File: config.mk
export PLATFORM = sky130hd
export DESIGN_NAME = ram_arbiter_flat
export DESIGN_NICKNAME = d
export VERILOG_FILES = /design/src/rtl/ram_arbiter_pkg.sv /design/src/rtl/ram_arbiter_if.sv /design/src/rtl/ram_arbiter_pick.sv /design/src/rtl/ram_arbiter.sv /design/src/flat_wrapper.sv
export SDC_FILE = /design/constraint.sdc
export NUM_CORES = 1
export LEC_CHECK = 0
export BUFFER_PORTS_ARGS = -buffer_cell sky130_fd_sc_hd__buf_4
export CAP_MARGIN = 20
export CORE_AREA = 4 4 210 212
export CTS_CLUSTER_DIAMETER = 150
export DETAILED_ROUTE_END_ITERATION = 16
export DIE_AREA = 0 0 214 216
export MAX_ROUTING_LAYER = met4
export PLACE_DENSITY = 0.41
export SLEW_MARGIN = 20
export SYNTH_ARGS = -nofsm -noshare
export SYNTH_HDL_FRONTEND = slang
export SYNTH_SLANG_ARGS = --single-unit
File: constraint.sdc
create_clock -name clk -period 1.5 [get_ports clk]
set_input_delay 0.375 -clock clk [delete_from_list [all_inputs] [get_ports clk]]
set_output_delay 0.375 -clock clk [all_outputs]
set_load 0.01 [all_outputs]
File: src/rtl/ram_arbiter_pkg.sv
// ram_arbiter_pkg: TileLink-UL field widths, opcode constants and channel
// structs shared by the RAM arbiter, its interface and its users.
package ram_arbiter_pkg;

    localparam int TL_AW = 32;   // address width
    localparam int TL_DW = 64;   // data width
    localparam int TL_MW = 8;    // byte-mask width
    localparam int TL_SW = 3;    // log2(bytes) size field width
    localparam int TL_OW = 3;    // opcode width

    // A-channel opcodes
    localparam logic [2:0] TL_PUT_F = 3'd0;
    localparam logic [2:0] TL_PUT_P = 3'd1;
    localparam logic [2:0] TL_GET   = 3'd4;

    // D-channel opcodes
    localparam logic [2:0] TL_ACCESS_ACK      = 3'd0;
    localparam logic [2:0] TL_ACCESS_ACK_DATA = 3'd1;

endpackage

File: src/rtl/ram_arbiter_if.sv
// tilelink: TileLink-UL A and D channels.
//   master modport : drives A request fields and d_ready, receives a_ready and D response
//   slave  modport : the mirror view
interface tilelink;
    import ram_arbiter_pkg::*;

    logic             a_valid;
    logic             a_ready;
    logic [TL_OW-1:0] a_opcode;
    logic [TL_SW-1:0] a_size;
    logic [TL_AW-1:0] a_address;
    logic [TL_MW-1:0] a_mask;
    logic [TL_DW-1:0] a_data;

    logic             d_valid;
    logic             d_ready;
    logic [TL_OW-1:0] d_opcode;
    logic [TL_DW-1:0] d_data;

    modport master (
        output a_valid, a_opcode, a_size, a_address, a_mask, a_data, d_ready,
        input  a_ready, d_valid, d_opcode, d_data
    );

    modport slave (
        input  a_valid, a_opcode, a_size, a_address, a_mask, a_data, d_ready,
        output a_ready, d_valid, d_opcode, d_data
    );

endinterface

File: src/rtl/ram_arbiter_pick.sv
// rr_pick2: combinational two-way winner selection.
//   req[1:0] : pending requests (bit i = requester i)
//   prio     : index preferred when both request (used only when FAIR=1)
//   gnt_idx  : winning index
//   gnt_vld  : at least one request pending
module rr_pick2 #(
    parameter bit FAIR = 1'b1
) (
    input  logic [1:0] req,
    input  logic       prio,
    output logic       gnt_idx,
    output logic       gnt_vld
);

    // Lone requester always wins; a tie goes to prio (FAIR) or to requester 0.
    always_comb begin
        gnt_vld = |req;
        gnt_idx = 1'b0;
        case (req)
            2'b01:   gnt_idx = 1'b0;
            2'b10:   gnt_idx = 1'b1;
            2'b11:   gnt_idx = FAIR ? prio : 1'b0;
            default: gnt_idx = 1'b0;
        endcase
    end

endmodule

File: src/rtl/ram_arbiter.sv
// ram_arbiter: shares one TileLink-UL RAM slave between a fetch port (m0)
// and a load/store port (m1), one transaction in flight at a time.
//   clk, rst_n : clock, asynchronous active-low reset
//   m0, m1     : requester ports (slave view)
//   ram        : RAM port (master view)
//   owner      : granted requester, meaningful while busy
//   busy       : a transaction is in flight
// Grant is registered in IDLE; the A and D paths are pure muxes selected by
// the registered state and owner, so a D beat right after the A handshake
// is accepted in that same cycle.
module ram_arbiter
    import ram_arbiter_pkg::*;
#(
    parameter bit FAIR = 1'b1
) (
    input  logic    clk,
    input  logic    rst_n,
    tilelink.slave  m0,
    tilelink.slave  m1,
    tilelink.master ram,
    output logic    owner,
    output logic    busy
);

    typedef enum logic [1:0] {
        ST_IDLE = 2'd0,
        ST_REQ  = 2'd1,
        ST_RESP = 2'd2
    } state_t;

    state_t state_r;
    logic   owner_r;
    logic   prio_r;
    logic   busy_r;
    logic   gnt_idx_s;
    logic   gnt_vld_s;
    logic   a_hs_s;
    logic   d_hs_s;

    rr_pick2 #(.FAIR(FAIR)) u_pick (
        .req     ({m1.a_valid, m0.a_valid}),
        .prio    (prio_r),
        .gnt_idx (gnt_idx_s),
        .gnt_vld (gnt_vld_s)
    );

    // A and D channel routing; everything idles at zero outside its state.
    always_comb begin
        ram.a_valid   = 1'b0;
        ram.a_opcode  = 3'd0;
        ram.a_size    = 3'd0;
        ram.a_address = 32'd0;
        ram.a_mask    = 8'd0;
        ram.a_data    = 64'd0;
        ram.d_ready   = 1'b0;
        m0.a_ready    = 1'b0;
        m1.a_ready    = 1'b0;
        m0.d_valid    = 1'b0;
        m0.d_opcode   = 3'd0;
        m0.d_data     = 64'd0;
        m1.d_valid    = 1'b0;
        m1.d_opcode   = 3'd0;
        m1.d_data     = 64'd0;
        a_hs_s        = 1'b0;
        d_hs_s        = 1'b0;
        case (state_r)
            ST_REQ: begin
                if (owner_r) begin
                    ram.a_valid   = m1.a_valid;
                    ram.a_opcode  = m1.a_opcode;
                    ram.a_size    = m1.a_size;
                    ram.a_address = m1.a_address;
                    ram.a_mask    = m1.a_mask;
                    ram.a_data    = m1.a_data;
                    m1.a_ready    = ram.a_ready;
                    a_hs_s        = m1.a_valid & ram.a_ready;
                end else begin
                    ram.a_valid   = m0.a_valid;
                    ram.a_opcode  = m0.a_opcode;
                    ram.a_size    = m0.a_size;
                    ram.a_address = m0.a_address;
                    ram.a_mask    = m0.a_mask;
                    ram.a_data    = m0.a_data;
                    m0.a_ready    = ram.a_ready;
                    a_hs_s        = m0.a_valid & ram.a_ready;
                end
            end
            ST_RESP: begin
                if (owner_r) begin
                    m1.d_valid  = ram.d_valid;
                    m1.d_opcode = ram.d_opcode;
                    m1.d_data   = ram.d_data;
                    ram.d_ready = m1.d_ready;
                    d_hs_s      = ram.d_valid & m1.d_ready;
                end else begin
                    m0.d_valid  = ram.d_valid;
                    m0.d_opcode = ram.d_opcode;
                    m0.d_data   = ram.d_data;
                    ram.d_ready = m0.d_ready;
                    d_hs_s      = ram.d_valid & m0.d_ready;
                end
            end
            default: begin
                a_hs_s = 1'b0;
                d_hs_s = 1'b0;
            end
        endcase
    end

    // Grant FSM: latch winner in IDLE, hold it until the D handshake.
    always_ff @(posedge clk or negedge rst_n) begin
        if (!rst_n) begin
            state_r <= ST_IDLE;
            owner_r <= 1'b0;
            prio_r  <= 1'b0;
            busy_r  <= 1'b0;
        end else begin
            case (state_r)
                ST_IDLE: begin
                    if (gnt_vld_s) begin
                        owner_r <= gnt_idx_s;
                        busy_r  <= 1'b1;
                        state_r <= ST_REQ;
                    end
                end
                ST_REQ: begin
                    if (a_hs_s) begin
                        state_r <= ST_RESP;
                    end
                end
                ST_RESP: begin
                    if (d_hs_s) begin
                        state_r <= ST_IDLE;
                        busy_r  <= 1'b0;
                        // Prefer the other requester next time.
                        prio_r  <= FAIR ? ~owner_r : prio_r;
                    end
                end
                default: begin
                    state_r <= ST_IDLE;
                    busy_r  <= 1'b0;
                end
            endcase
        end
    end

    assign owner = owner_r;
    assign busy  = busy_r;

endmodule

File: src/flat_wrapper.sv
// flat-port wrapper written by rule: the top's interface ports become plain ports
module ram_arbiter_flat import ram_arbiter_pkg::*;
#(
    parameter bit FAIR = 1'b1
)
  (clk, rst_n, owner, busy, m0_a_valid, m0_a_opcode, m0_a_size, m0_a_address, m0_a_mask, m0_a_data, m0_d_ready, m0_a_ready, m0_d_valid, m0_d_opcode, m0_d_data, m1_a_valid, m1_a_opcode, m1_a_size, m1_a_address, m1_a_mask, m1_a_data, m1_d_ready, m1_a_ready, m1_d_valid, m1_d_opcode, m1_d_data, ram_a_valid, ram_a_opcode, ram_a_size, ram_a_address, ram_a_mask, ram_a_data, ram_d_ready, ram_a_ready, ram_d_valid, ram_d_opcode, ram_d_data);
  tilelink m0_i ();
  tilelink m1_i ();
  tilelink ram_i ();
  input  logic clk;
  input  logic rst_n;
  output logic owner;
  output logic busy;
  input wire logic [$bits(m0_i.a_valid)-1:0] m0_a_valid;
  input wire logic [$bits(m0_i.a_opcode)-1:0] m0_a_opcode;
  input wire logic [$bits(m0_i.a_size)-1:0] m0_a_size;
  input wire logic [$bits(m0_i.a_address)-1:0] m0_a_address;
  input wire logic [$bits(m0_i.a_mask)-1:0] m0_a_mask;
  input wire logic [$bits(m0_i.a_data)-1:0] m0_a_data;
  input wire logic [$bits(m0_i.d_ready)-1:0] m0_d_ready;
  output wire logic [$bits(m0_i.a_ready)-1:0] m0_a_ready;
  output wire logic [$bits(m0_i.d_valid)-1:0] m0_d_valid;
  output wire logic [$bits(m0_i.d_opcode)-1:0] m0_d_opcode;
  output wire logic [$bits(m0_i.d_data)-1:0] m0_d_data;
  input wire logic [$bits(m1_i.a_valid)-1:0] m1_a_valid;
  input wire logic [$bits(m1_i.a_opcode)-1:0] m1_a_opcode;
  input wire logic [$bits(m1_i.a_size)-1:0] m1_a_size;
  input wire logic [$bits(m1_i.a_address)-1:0] m1_a_address;
  input wire logic [$bits(m1_i.a_mask)-1:0] m1_a_mask;
  input wire logic [$bits(m1_i.a_data)-1:0] m1_a_data;
  input wire logic [$bits(m1_i.d_ready)-1:0] m1_d_ready;
  output wire logic [$bits(m1_i.a_ready)-1:0] m1_a_ready;
  output wire logic [$bits(m1_i.d_valid)-1:0] m1_d_valid;
  output wire logic [$bits(m1_i.d_opcode)-1:0] m1_d_opcode;
  output wire logic [$bits(m1_i.d_data)-1:0] m1_d_data;
  output wire logic [$bits(ram_i.a_valid)-1:0] ram_a_valid;
  output wire logic [$bits(ram_i.a_opcode)-1:0] ram_a_opcode;
  output wire logic [$bits(ram_i.a_size)-1:0] ram_a_size;
  output wire logic [$bits(ram_i.a_address)-1:0] ram_a_address;
  output wire logic [$bits(ram_i.a_mask)-1:0] ram_a_mask;
  output wire logic [$bits(ram_i.a_data)-1:0] ram_a_data;
  output wire logic [$bits(ram_i.d_ready)-1:0] ram_d_ready;
  input wire logic [$bits(ram_i.a_ready)-1:0] ram_a_ready;
  input wire logic [$bits(ram_i.d_valid)-1:0] ram_d_valid;
  input wire logic [$bits(ram_i.d_opcode)-1:0] ram_d_opcode;
  input wire logic [$bits(ram_i.d_data)-1:0] ram_d_data;
  assign m0_i.a_valid = m0_a_valid;
  assign m0_i.a_opcode = m0_a_opcode;
  assign m0_i.a_size = m0_a_size;
  assign m0_i.a_address = m0_a_address;
  assign m0_i.a_mask = m0_a_mask;
  assign m0_i.a_data = m0_a_data;
  assign m0_i.d_ready = m0_d_ready;
  assign m0_a_ready = m0_i.a_ready;
  assign m0_d_valid = m0_i.d_valid;
  assign m0_d_opcode = m0_i.d_opcode;
  assign m0_d_data = m0_i.d_data;
  assign m1_i.a_valid = m1_a_valid;
  assign m1_i.a_opcode = m1_a_opcode;
  assign m1_i.a_size = m1_a_size;
  assign m1_i.a_address = m1_a_address;
  assign m1_i.a_mask = m1_a_mask;
  assign m1_i.a_data = m1_a_data;
  assign m1_i.d_ready = m1_d_ready;
  assign m1_a_ready = m1_i.a_ready;
  assign m1_d_valid = m1_i.d_valid;
  assign m1_d_opcode = m1_i.d_opcode;
  assign m1_d_data = m1_i.d_data;
  assign ram_a_valid = ram_i.a_valid;
  assign ram_a_opcode = ram_i.a_opcode;
  assign ram_a_size = ram_i.a_size;
  assign ram_a_address = ram_i.a_address;
  assign ram_a_mask = ram_i.a_mask;
  assign ram_a_data = ram_i.a_data;
  assign ram_d_ready = ram_i.d_ready;
  assign ram_i.a_ready = ram_a_ready;
  assign ram_i.d_valid = ram_d_valid;
  assign ram_i.d_opcode = ram_d_opcode;
  assign ram_i.d_data = ram_d_data;
  ram_arbiter #(.FAIR(FAIR)) u_core (.clk(clk), .rst_n(rst_n), .m0(m0_i), .m1(m1_i), .ram(ram_i), .owner(owner), .busy(busy));
endmodule
Word-level counts from Yosys, hierarchy flattened

Cells that the tools add are included.

Equal/unequal tests: 7
Muxes and demuxes: 42
Bitwise logic cells: 6
Reduce and logical (&&, ||, !) cells: 6

Operators with widths:

| cell                                                                     | count |
|---|---|
| 64-bit two-way mux                                                       | 6 |
| 32-bit two-way mux                                                       | 2 |
| 3-bit two-way mux                                                        | 8 |
| 1-bit two-way mux                                                        | 18 |
| 8-bit two-way mux                                                        | 2 |
| 2-bit equality test (second input constant)                              | 3 |
| 2-bit two-way mux                                                        | 3 |
| 2-bit by 1-bit inequality test with 1-bit output (second input constant) | 3 |
| 2-bit case mux with 3 select lines                                       | 1 |
| 3-bit AND reduction                                                      | 2 |
| 1-bit AND                                                                | 4 |
| 2-bit AND reduction                                                      | 2 |
| 1-bit case mux with 3 select lines                                       | 1 |
| 2-bit by 1-bit equality test with 1-bit output (second input constant)   | 1 |
| 2-bit zero test                                                          | 1 |
| 1-bit inverter                                                           | 2 |
| 1-bit case mux with 2 select lines                                       | 1 |
| 2-bit OR reduction                                                       | 1 |

Register bits after elaboration: 5
Input bits: 295
Output and inout bits: 252
Logic and storage cells: 65

Depth between registers and ports, before layout

Gate-level depths: netlist of the first run.

Depth in word-level cells: 5
Gate-level depth with buffers: 5
Mapped depth without buffers: 3

Cells and area by module

A second synthesis of the first run with hierarchy kept.

Cells, all modules: 431
Area, all modules: 3041.7 µm²

By module, submodules not included:

| module      | instances | cells an instance | area an instance (µm²) | seq. area each (µm²) |
|---|---|---|---|---|
| ram_arbiter | 1         | 428               | 3024.2                 | 125.1 |
| rr_pick2    | 1         | 3                 | 17.5                   | 0.0 |

Worst setup path before layout of the first run

No wires, ideal clock.

Path type: register -> output
Start: reg u_core.owner_r (netlist: u_core.owner)
End: out ram_a_data[10]
Arrival time: 1212 ps
Data required time: 1125 ps
Path slack: -87 ps
Cell stages (with the launch flop): 6
Buffers on the path: 3
Path through: dfrtp_1 buf_4 buf_4 buf_4 mux2i_1 nor2_1

Cells in the longest elaborated chain, start to end: 2

Ends and longest elaborated chain:

| what                   | line               | source |
|---|---|---|
| start, declared        | ram_arbiter.sv:32  | `logic owner_r;` |
| start signal, assigned | ram_arbiter.sv:121 | `owner_r <= gnt_idx_s;` |
| 64-bit two-way mux     | ram_arbiter.sv:68  | `if (owner_r) begin` |
| 64-bit two-way mux     | ram_arbiter.sv:66  | `case (state_r)` |
| end, declared          | flat_wrapper.sv:41 | `output wire logic [$bits(ram_i.a_data)-1:0] ram_a_data;` |

No other way between the ends.

Worst setup path after layout of the first run

Start: reg u_core.owner_r (netlist: u_core.owner)
End: out m0_d_data[38]

Cells in the longest elaborated chain, start to end: 2

Ends and longest elaborated chain:

| what               | line               | source |
|---|---|---|
| 64-bit two-way mux | ram_arbiter.sv:89  | `if (owner_r) begin` |
| 64-bit two-way mux | ram_arbiter.sv:66  |  |
| end, declared      | flat_wrapper.sv:24 | `output wire logic [$bits(m0_i.d_data)-1:0] m0_d_data;` |

No other way between the ends.

==> results of run 1 <==
cells in the mapped netlist (all sizes together):
cell type	n
clkbuf	10
nor2b	2
nand2	4
inv	2
o21a	1
a41oi	1
nor2	117
and3	2
a21oi	2
o32ai	1
and2	136
nand2b	2
o22ai	1
a31oi	1
dfrtp	5
buf	29
o21ai	1
mux2i	112
a211oi	1
worst max path at each step:
stage / startpoint / cells after the start / to / slack, ns
after floorplan: u_core.owner / 5 / ram_a_data[10] / -0.01
after global placement: u_core.owner / 4 / ram_a_size[1] / -0.36
after detailed placement: u_core.owner / 4 / ram_a_size[1] / -0.36
after CTS: u_core.owner / 7 / m0_d_opcode[0] / -0.52
after global routing: u_core.owner / 7 / m0_d_data[38] / -0.55
final: u_core.owner / 7 / m0_d_data[38] / -0.51
registers in the layout, summed over array words and instances (netlist names):
signal	cells
u_core.owner	1
u_core.prio_r	1
u_core.busy	1
u_core.state_r	2
report_power, final:
group	switching, W	internal (W)
sequential	0.0000801	0.000203
clock	0.0000924	0.000353
combinational	0.00668	0.00835
stage by stage:
step	setup slack [ns]	total power (W)	TNS, ns	std cells
after floorplan	-0.01345	0.004898	-0.9689	430
after global placement	-0.3637	0.01034	-33.87	1523
after detailed placement	-0.3569	0.01032	-35.60	1523
after CTS	-0.5193	0.01446	-113.59	1567
after global routing	-0.5508	0.01665	-117.07	1569
final	-0.5106	0.01577	-104.46	1569
cells in the final DEF, fill, tap and decap left out, drive strengths merged, types with 2 or more instances in the layout:
cell,synthesis,final
buf,29,628
and2,136,136
nor2,117,117
mux2i,112,112
clkbuf,10,6
dfrtp,5,5
diode,0,4
nand2,4,4
nand2b,2,2
nor2b,2,2
a21oi,2,2
inv,2,2
and3,2,2
what timing repair did:
action	in CTS	in global routing
setup buffers	28	3
hold endpoints to repair	5	0
resized for setup	246	178
endpoints found under the setup margin	252	253
hold buffers	1	0
pin swaps	57	19
gates cloned	17	2
cell type report:
type                    count  area, um^2
diodes                      4       10.01
clock buffers               4       78.83
fillers                  4486       31570
inverters                   2       7.507
multi-input cells         384        3669
flip-flops and latches      5       131.4
well taps                 539       674.4
repair buffers            631        5808
per-layer routing:
layer	vias up	routed length, um	track usage
met4	0	705	0.03285
met3	30	2226	0.03319
met1	2497	10420	0.1172
li1	2603	-	-
met2	347	16340	0.2320
met5	-	0	-
critical path, delay by kind of cell (launching register included):
family / cells / cell delay [ns]
and+or+nand+nor: 2 / 0.29
DFF: 1 / 0.51
buffers and inverters: 5 / 0.59
cell families (layout without fill, tap and decap cells):
group           count (synthesis)  after routing
other cells                     0              4
simple gates                  263            263
flops                           5              5
mux                           112            112
compound gates                  9              9
buf+inv                        41            637
==> results.md, run 1 <==
- First-pass GRT wire length: 40.32 mm
- H-tree levels: 1
- Reg2Reg Setup Slack: 0 ns
- Failing checks: negative setup slack
- Crit share post-route: 1.340
- Worst setup SP type: flip-flop
- Fin. Hold Viols: 0
- Layout cell share with drive strength beyond 1: 0.8021
- Final Slew Violations: 0
- Clock network latency to the later pin of the worst-skew pair: 0.23 ns
- RSZ-0062 raised after global routing: yes
- CP Capture Type: output pin
- Synth Net Count: 725
- Simple-gate share of the synthesized area: 0.4679
- CTS tree: yes
- Drt first pass iters: 4
- Die Area: 46220 um^2
- Antenna violations before repair: 4
- Mapped Cells: 430
- Hpwl dp: 23.55 mm
- Final Wtd Congestion: 0.8049
- Final core utilization: 0.2474
- Synth Area in Compound Gates: 0.02070
- Endpoint, Worst Hold: u_core.owner
- Main combinational cell family by area after synthesis: simple AND/OR/NAND/NOR gates
- Max-slew headroom: 0.8464
- Die H: 216 um
- GRT Total Usage: 0.1198
- CP max-delay cell: dfrtp_4
- Initial DRC count: 120
- Max Root-Sink Buffers: 2
- FF+latch count, synth: 5
- Critical Path Max Stage Delay: 0.51 ns
- Critical path, cell by cell: buf_6 > nor2_4 > buf_12 > buf_12 > buf_12 > and2_4 > buf_6
- Register area share after synthesis: 0.04312
- Reg2Reg Launch Point: u_core.owner
- Hold depth: 2
- Worst Hold Launch: m0_a_valid
- Critical Path RT: 1.12 ns
- Max Cap Violations: 0
- Routed WL per cell: 18.93 um
- Unique masters post-synth: 25
- DR vias: 5477
- FF-to-FF End: u_core.state_r[0]
- Core area: 41950 um^2
- Hold/Removal Path Class: in2reg
- Critical Path AT: 1.64 ns
- Critical path peak fanout: 7
- Largest net degree at the start of global routing: 29
- Number of cell rows: 75
- Achievable frequency: 0.4974 GHz
- PwrDens: 1519 nW/um^2
- GRT overflow: 0
- Final setup vio count: 252
- Worst slew pin tran: 0.2256 ns
- Mapped Area: 2902 um^2
- Wirelength, routed: 29.69 mm
- Initial Utilization: 0.06917
- Mean area per synthesized cell: 6.748 um^2
- Max VDD drop: 0.0007804 V
- Post-detailed-route count of antenna-violating nets: 0
- Final hold slack: 0.3929 ns
- Share of the synthesized area in the top cell type: 0.3864
- Synth top area cells: mux2i_1 39%, and2_1 29%, nor2_1 15%
- Die width: 214 um
- Crit path time final: 2.011 ns
- Ys Warns: 0
- Via density: 3.491
- Reg clk slew, reported paths: 0.03 ns
- Final nets: 1322
- Cell taking the most area after synthesis: mux2i_1
- I/O Pins: 547
- Post-synthesis mux area share: 0.3864
- Vias in the first global route: 5958
- Clock sinks: 5
- Synth Area in Adders: 0
- # DRC: 0
- CP Class: reg2out
- Post-Synth XOR/XNOR Area: 0
- DP Area: 7976 um^2
- Worst Skew: 0.0008385 ns
- Status: finished with violations
- Reg2reg path depth: 6
- PnR worst setup slack: -0.5106 ns
- CTS Root Cell: clkbuf_16
- Cts bufs inserted: 3
- PortBufs: 546
- Final instance area: 10380 um^2
- Lkg Pwr: 4.982 nW
- CP most frequent cell: buf_12
- Area Growth Syn to Fin: 257.7%
Power figures use the tool's default switching activity.
==> run 2: changes to the inputs <==
--- a/config.mk
+++ b/config.mk
@@ -5,6 +5,7 @@
 export SDC_FILE = /design/constraint.sdc
 export NUM_CORES = 1
 export LEC_CHECK = 0
+export ABC_AREA = 1
 export BUFFER_PORTS_ARGS = -buffer_cell sky130_fd_sc_hd__buf_4
 export CAP_MARGIN = 20
 export CORE_AREA = 4 4 210 212
@@ -12,7 +13,7 @@
 export DETAILED_ROUTE_END_ITERATION = 16
 export DIE_AREA = 0 0 214 216
 export MAX_ROUTING_LAYER = met4
-export PLACE_DENSITY = 0.41
+export PLACE_DENSITY = 0.4
 export SLEW_MARGIN = 20
 export SYNTH_ARGS = -nofsm -noshare
 export SYNTH_HDL_FRONTEND = slang
==> results.md, run 2 <==
- Max reg flops: 2 (unchanged)
- RSZ-0062 raised after global routing: yes (unchanged)
- Synth Area in Compound Gates: 0.2099 (was 0.02070)
- CTS Root Cell: clkbuf_16 (unchanged)
- Commonest cells post-synth: 237 x nand2_1, 144 x nor2_1, 110 x a21oi_1, 75 x inv_1, 27 x buf_2 (was 136 x and2_1, 116 x nor2_1, 112 x mux2i_1, 16 x buf_2, 10 x clkbuf_1)
- Ys flop type: dfrtp_1 (unchanged)
- Post-synthesis mux area share: 0 (was 0.3864)
- Critical path, cell by cell: clkinv_8 > buf_12 > buf_12 > buf_12 > nand2_1 > a21oi_2 > buf_4 (was buf_6 > nor2_4 > buf_12 > buf_12 > buf_12 > and2_4 > buf_6)
- Drt first pass iters: 5 (was 4)
- Filler cell count in the final layout: 4782 (was 4486)
- Most flops, register: u_core.state_r (unchanged)
- Sequential cell area: 128.9 um^2 (was 131.4 um^2)
- Cell count along the critical path: 7 (unchanged)
- CP Capture Type: output pin (unchanged)
- End of the critical path: ram_a_address[23] (was m0_d_data[38])
- Max Root-Sink Buffers: 2 (unchanged)
- Die width: 214 um (unchanged)
- GRT Total Usage: 0.1443 (was 0.1198)
- Max Cap Violations: 0 (unchanged)
- Post-Synth XOR/XNOR Area: 0 (unchanged)
- Reg2reg path depth: 9 (was 6)
- CP max-delay cell: dfrtp_4 (unchanged)
- Register area share after synthesis: 0.04523 (was 0.04312)
- Reg2Reg Setup Slack: 0.02 ns (was 0 ns)
- Die Area: 46220 um^2 (unchanged)
- Clock network latency to the later pin of the worst-skew pair: 0.23 ns (about the same)
- CTS tree: yes (unchanged)
- Critical Path Max Stage Delay: 0.54 ns (was 0.51 ns)
- Main combinational cell family by area after synthesis: simple AND/OR/NAND/NOR gates (unchanged)
- PortBufs: 546 (unchanged)
- DR vias: 6587 (was 5477)
- DP Area: 8148 um^2 (was 7976 um^2)
- Cts bufs inserted: 3 (unchanged)
- Final setup vio count: 251 (was 252)
- Core area: 41950 um^2 (unchanged)
- Max VDD drop: 0.0004722 V (was 0.0007804 V)
- Mean area per synthesized cell: 4.370 um^2 (was 6.748 um^2)
- Cell with the most instances after synthesis: nand2_1 (was and2_1)
- Die H: 216 um (unchanged)
- Comb pwr share: 0.952 (was 0.954)
- Layout cell share with drive strength beyond 1: 0.6911 (was 0.8021)
- # DRC: 0 (unchanged)
- Synth Area in Adders: 0 (unchanged)
- Final Slew Violations: 0 (unchanged)
- I/O Pins: 547 (unchanged)
- Cell taking the most area after synthesis: nand2_1 (was mux2i_1)
- Reg clk slew, reported paths: 0.04 ns (was 0.03 ns)
- CP Class: reg2out (unchanged)
- Worst slew pin tran: 0.2490 ns (was 0.2256 ns)
- Setup TNS: -98.34 ns (was -104.46 ns)
- Critical Path Start: u_core.owner (unchanged)
- Unique masters post-synth: 13 (was 25)
- Ys Warns: 0 (unchanged)
- Post-synth EDFFs: 0 (unchanged)
- Final instance area: 9983 um^2 (was 10380 um^2)
- Status: finished with violations (unchanged)
- Post-detailed-route count of antenna-violating nets: 0 (unchanged)
- Final Wtd Congestion: 0.8893 (was 0.8049)
- Number of cell rows: 75 (unchanged)
- Power Internal: 0.007787 W (was 0.008910 W)
- Antenna violations before repair: 6 (was 4)
- Share of the synthesized area in the top cell type: 0.3216 (was 0.3864)
- Max-slew headroom: 0.8322 (was 0.8464)
- Via density: 3.715 (was 3.491)
- Clk pwr share: 0.029 (was 0.028)
- Lkg Pwr: 5.260 nW (was 4.982 nW)
- PnR worst setup slack: -0.4794 ns (was -0.5106 ns)
- Wirelength, routed: 37.00 mm (was 29.69 mm)
- Worst Skew: 0.002268 ns (was 0.0008385 ns)
- Routed WL per cell: 20.87 um (was 18.93 um)
- Multi-input combinational cell area: 3045 um^2 (was 3669 um^2)
- Area Growth Syn to Fin: 260.9% (was 257.7%)
- Critical Path RT: 1.12 ns (about the same)
- Switch share: 0.4989 (was 0.4349)
- Most frequent cells in the layout: 544 x buf_4, 169 x nand2_1, 123 x nor2_1, 87 x a21oi_2, 73 x inv_1 (was 463 x buf_4, 124 x buf_6, 74 x and2_4, 68 x nor2_1, 62 x and2_1)
- Fin. Hold Viols: 0 (unchanged)
- GRT overflow: 0 (unchanged)
- Clock sinks: 5 (unchanged)
- CP most frequent cell: buf_12 (unchanged)
- PwrDens: 1557 nW/um^2 (was 1519 nW/um^2)
- Crit share post-route: 1.320 (was 1.340)
- Async SR Flop Fraction: 1.000 (unchanged)
- Most common cell after layout, fill and taps aside: buf_4 (unchanged)
- Sw Pwr: 0.007753 W (was 0.006856 W)
- Initial DRC count: 221 (was 120)
- Reg2Reg Launch Point: u_core.owner (unchanged)
- Final hold slack: 0.3595 ns (was 0.3929 ns)
- Failing checks: negative setup slack (unchanged)
- Final nets: 1523 (was 1322)
- Vias in the first global route: 6877 (was 5958)
- First-pass GRT wire length: 48.29 mm (was 40.32 mm)
- H-tree levels: 1 (unchanged)
- Critical Path AT: 1.60 ns (was 1.64 ns)
- Worst path bufs/invs: 5 (unchanged)
- Mapped Area: 2766 um^2 (was 2902 um^2)
- FF-to-FF End: u_core.busy (was u_core.state_r[0])
- Worst setup SP type: flip-flop (unchanged)
- Achievable frequency: 0.5052 GHz (was 0.4974 GHz)
- FF+latch count, synth: 5 (unchanged)
- Synth top area cells: nand2_1 32%, a21oi_1 20%, nor2_1 20% (was mux2i_1 39%, and2_1 29%, nor2_1 15%)
- Synth Net Count: 928 (was 725)
- Crit path time final: 1.979 ns (was 2.011 ns)
- Crit-path leading delay family: buffers and inverters (unchanged)
- Critical path peak fanout: 8 (was 7)
- Simple-gate share of the synthesized area: 0.5210 (was 0.4679)
- Mapped Cells: 633 (was 430)
- Initial Utilization: 0.06595 (was 0.06917)
- Hpwl dp: 27.93 mm (was 23.55 mm)
- Power share of the sequential group: 0.019 (was 0.018)
- Hold/Removal Path Class: in2reg (unchanged)
- Largest net degree at the start of global routing: 50 (was 29)
-- run 2: final cells by class --
class | instances | share of cell area
clock buffer | 4 | 0.007896
antenna | 7 | 0.001755
multi-input combinational | 499 | 0.3051
timing repair inverter | 3 | 0.003635
timing repair buffer | 638 | 0.5672
sequential | 5 | 0.01291
tap | 539 | 0.06755
inverter | 78 | 0.03396
-- run 2: worst register-to-register path, stage by stage, from the launching register on --
cell and delay, ns:
dfrtp_4 0.50, clkinv_8 0.11, buf_16 0.16, buf_16 0.16
nand2_1 0.08, nand3_1 0.09, nand2_1 0.11, nand2_1 0.06
nand2_1 0.05, nand2_1 0.04
-- run 2: worst min-delay path by stage --
stage	cells after the start	slack (ns)	end	start
2_1_floorplan	0	0.08	u_core.busy	rst_n
3_3_place_gp	1	0.19	u_core.prio_r	rst_n
3_5_place_dp	1	0.19	u_core.prio_r	rst_n
4_1_cts	3	0.36	u_core.prio_r	m0_d_ready
5_1_grt	3	0.39	u_core.prio_r	m0_d_ready
6_report	3	0.36	u_core.prio_r	m0_d_ready
-- run 2: metal layers --
metal	share of wire	track usage
met2	0.52	0.2601
met3	0.067	0.03122
met4	0.029	0.04798
met5	0	-
met1	0.39	0.1583
-- run 2: power by group through the flow --
| stage | Combinational, W | Sequential [W] | Clock [W] |
|---|---|---|---|
| after floorplan | 0.00493 | 0.000247 | 0 |
| after global placement | 0.0108 | 0.000280 | 0 |
| after detailed placement | 0.0107 | 0.000285 | 0 |
| after CTS | 0.0134 | 0.000297 | 0.000453 |
| after global routing | 0.0157 | 0.000308 | 0.000472 |
| final | 0.0148 | 0.000296 | 0.000448 |
-- run 2: per-stage QoR --
step / setup WS, ns / std cells / utilization / power [W]
floorplan: -0.07509 / 633 / - / 0.005182
global placement: -0.3243 / 1716 / 0.1942 / 0.01104
detailed placement: -0.3778 / 1716 / 0.1942 / 0.01102
CTS: -0.4941 / 1750 / 0.2226 / 0.01416
global route: -0.5429 / 1772 / 0.2379 / 0.01649
finish: -0.4794 / 1773 / 0.2380 / 0.01554
-- run 2: what timing repair did --
item,CTS,global route
buffers inserted,20,6
hold buffers,1,0
resized for setup,165,97
pin swaps,34,32
cloned,11,13
endpoints found under the setup margin,251,252
hold endpoints to repair,5,0
-- run 2: cell families (layout without fill, tap and decap cells) --
logic type             Yosys count  after routing
AND/OR/NAND/NOR                383            383
AO/OA/AOI/OAI                  116            116
flip-flops                       5              5
buffers and inverters          129            723
other                            0              7
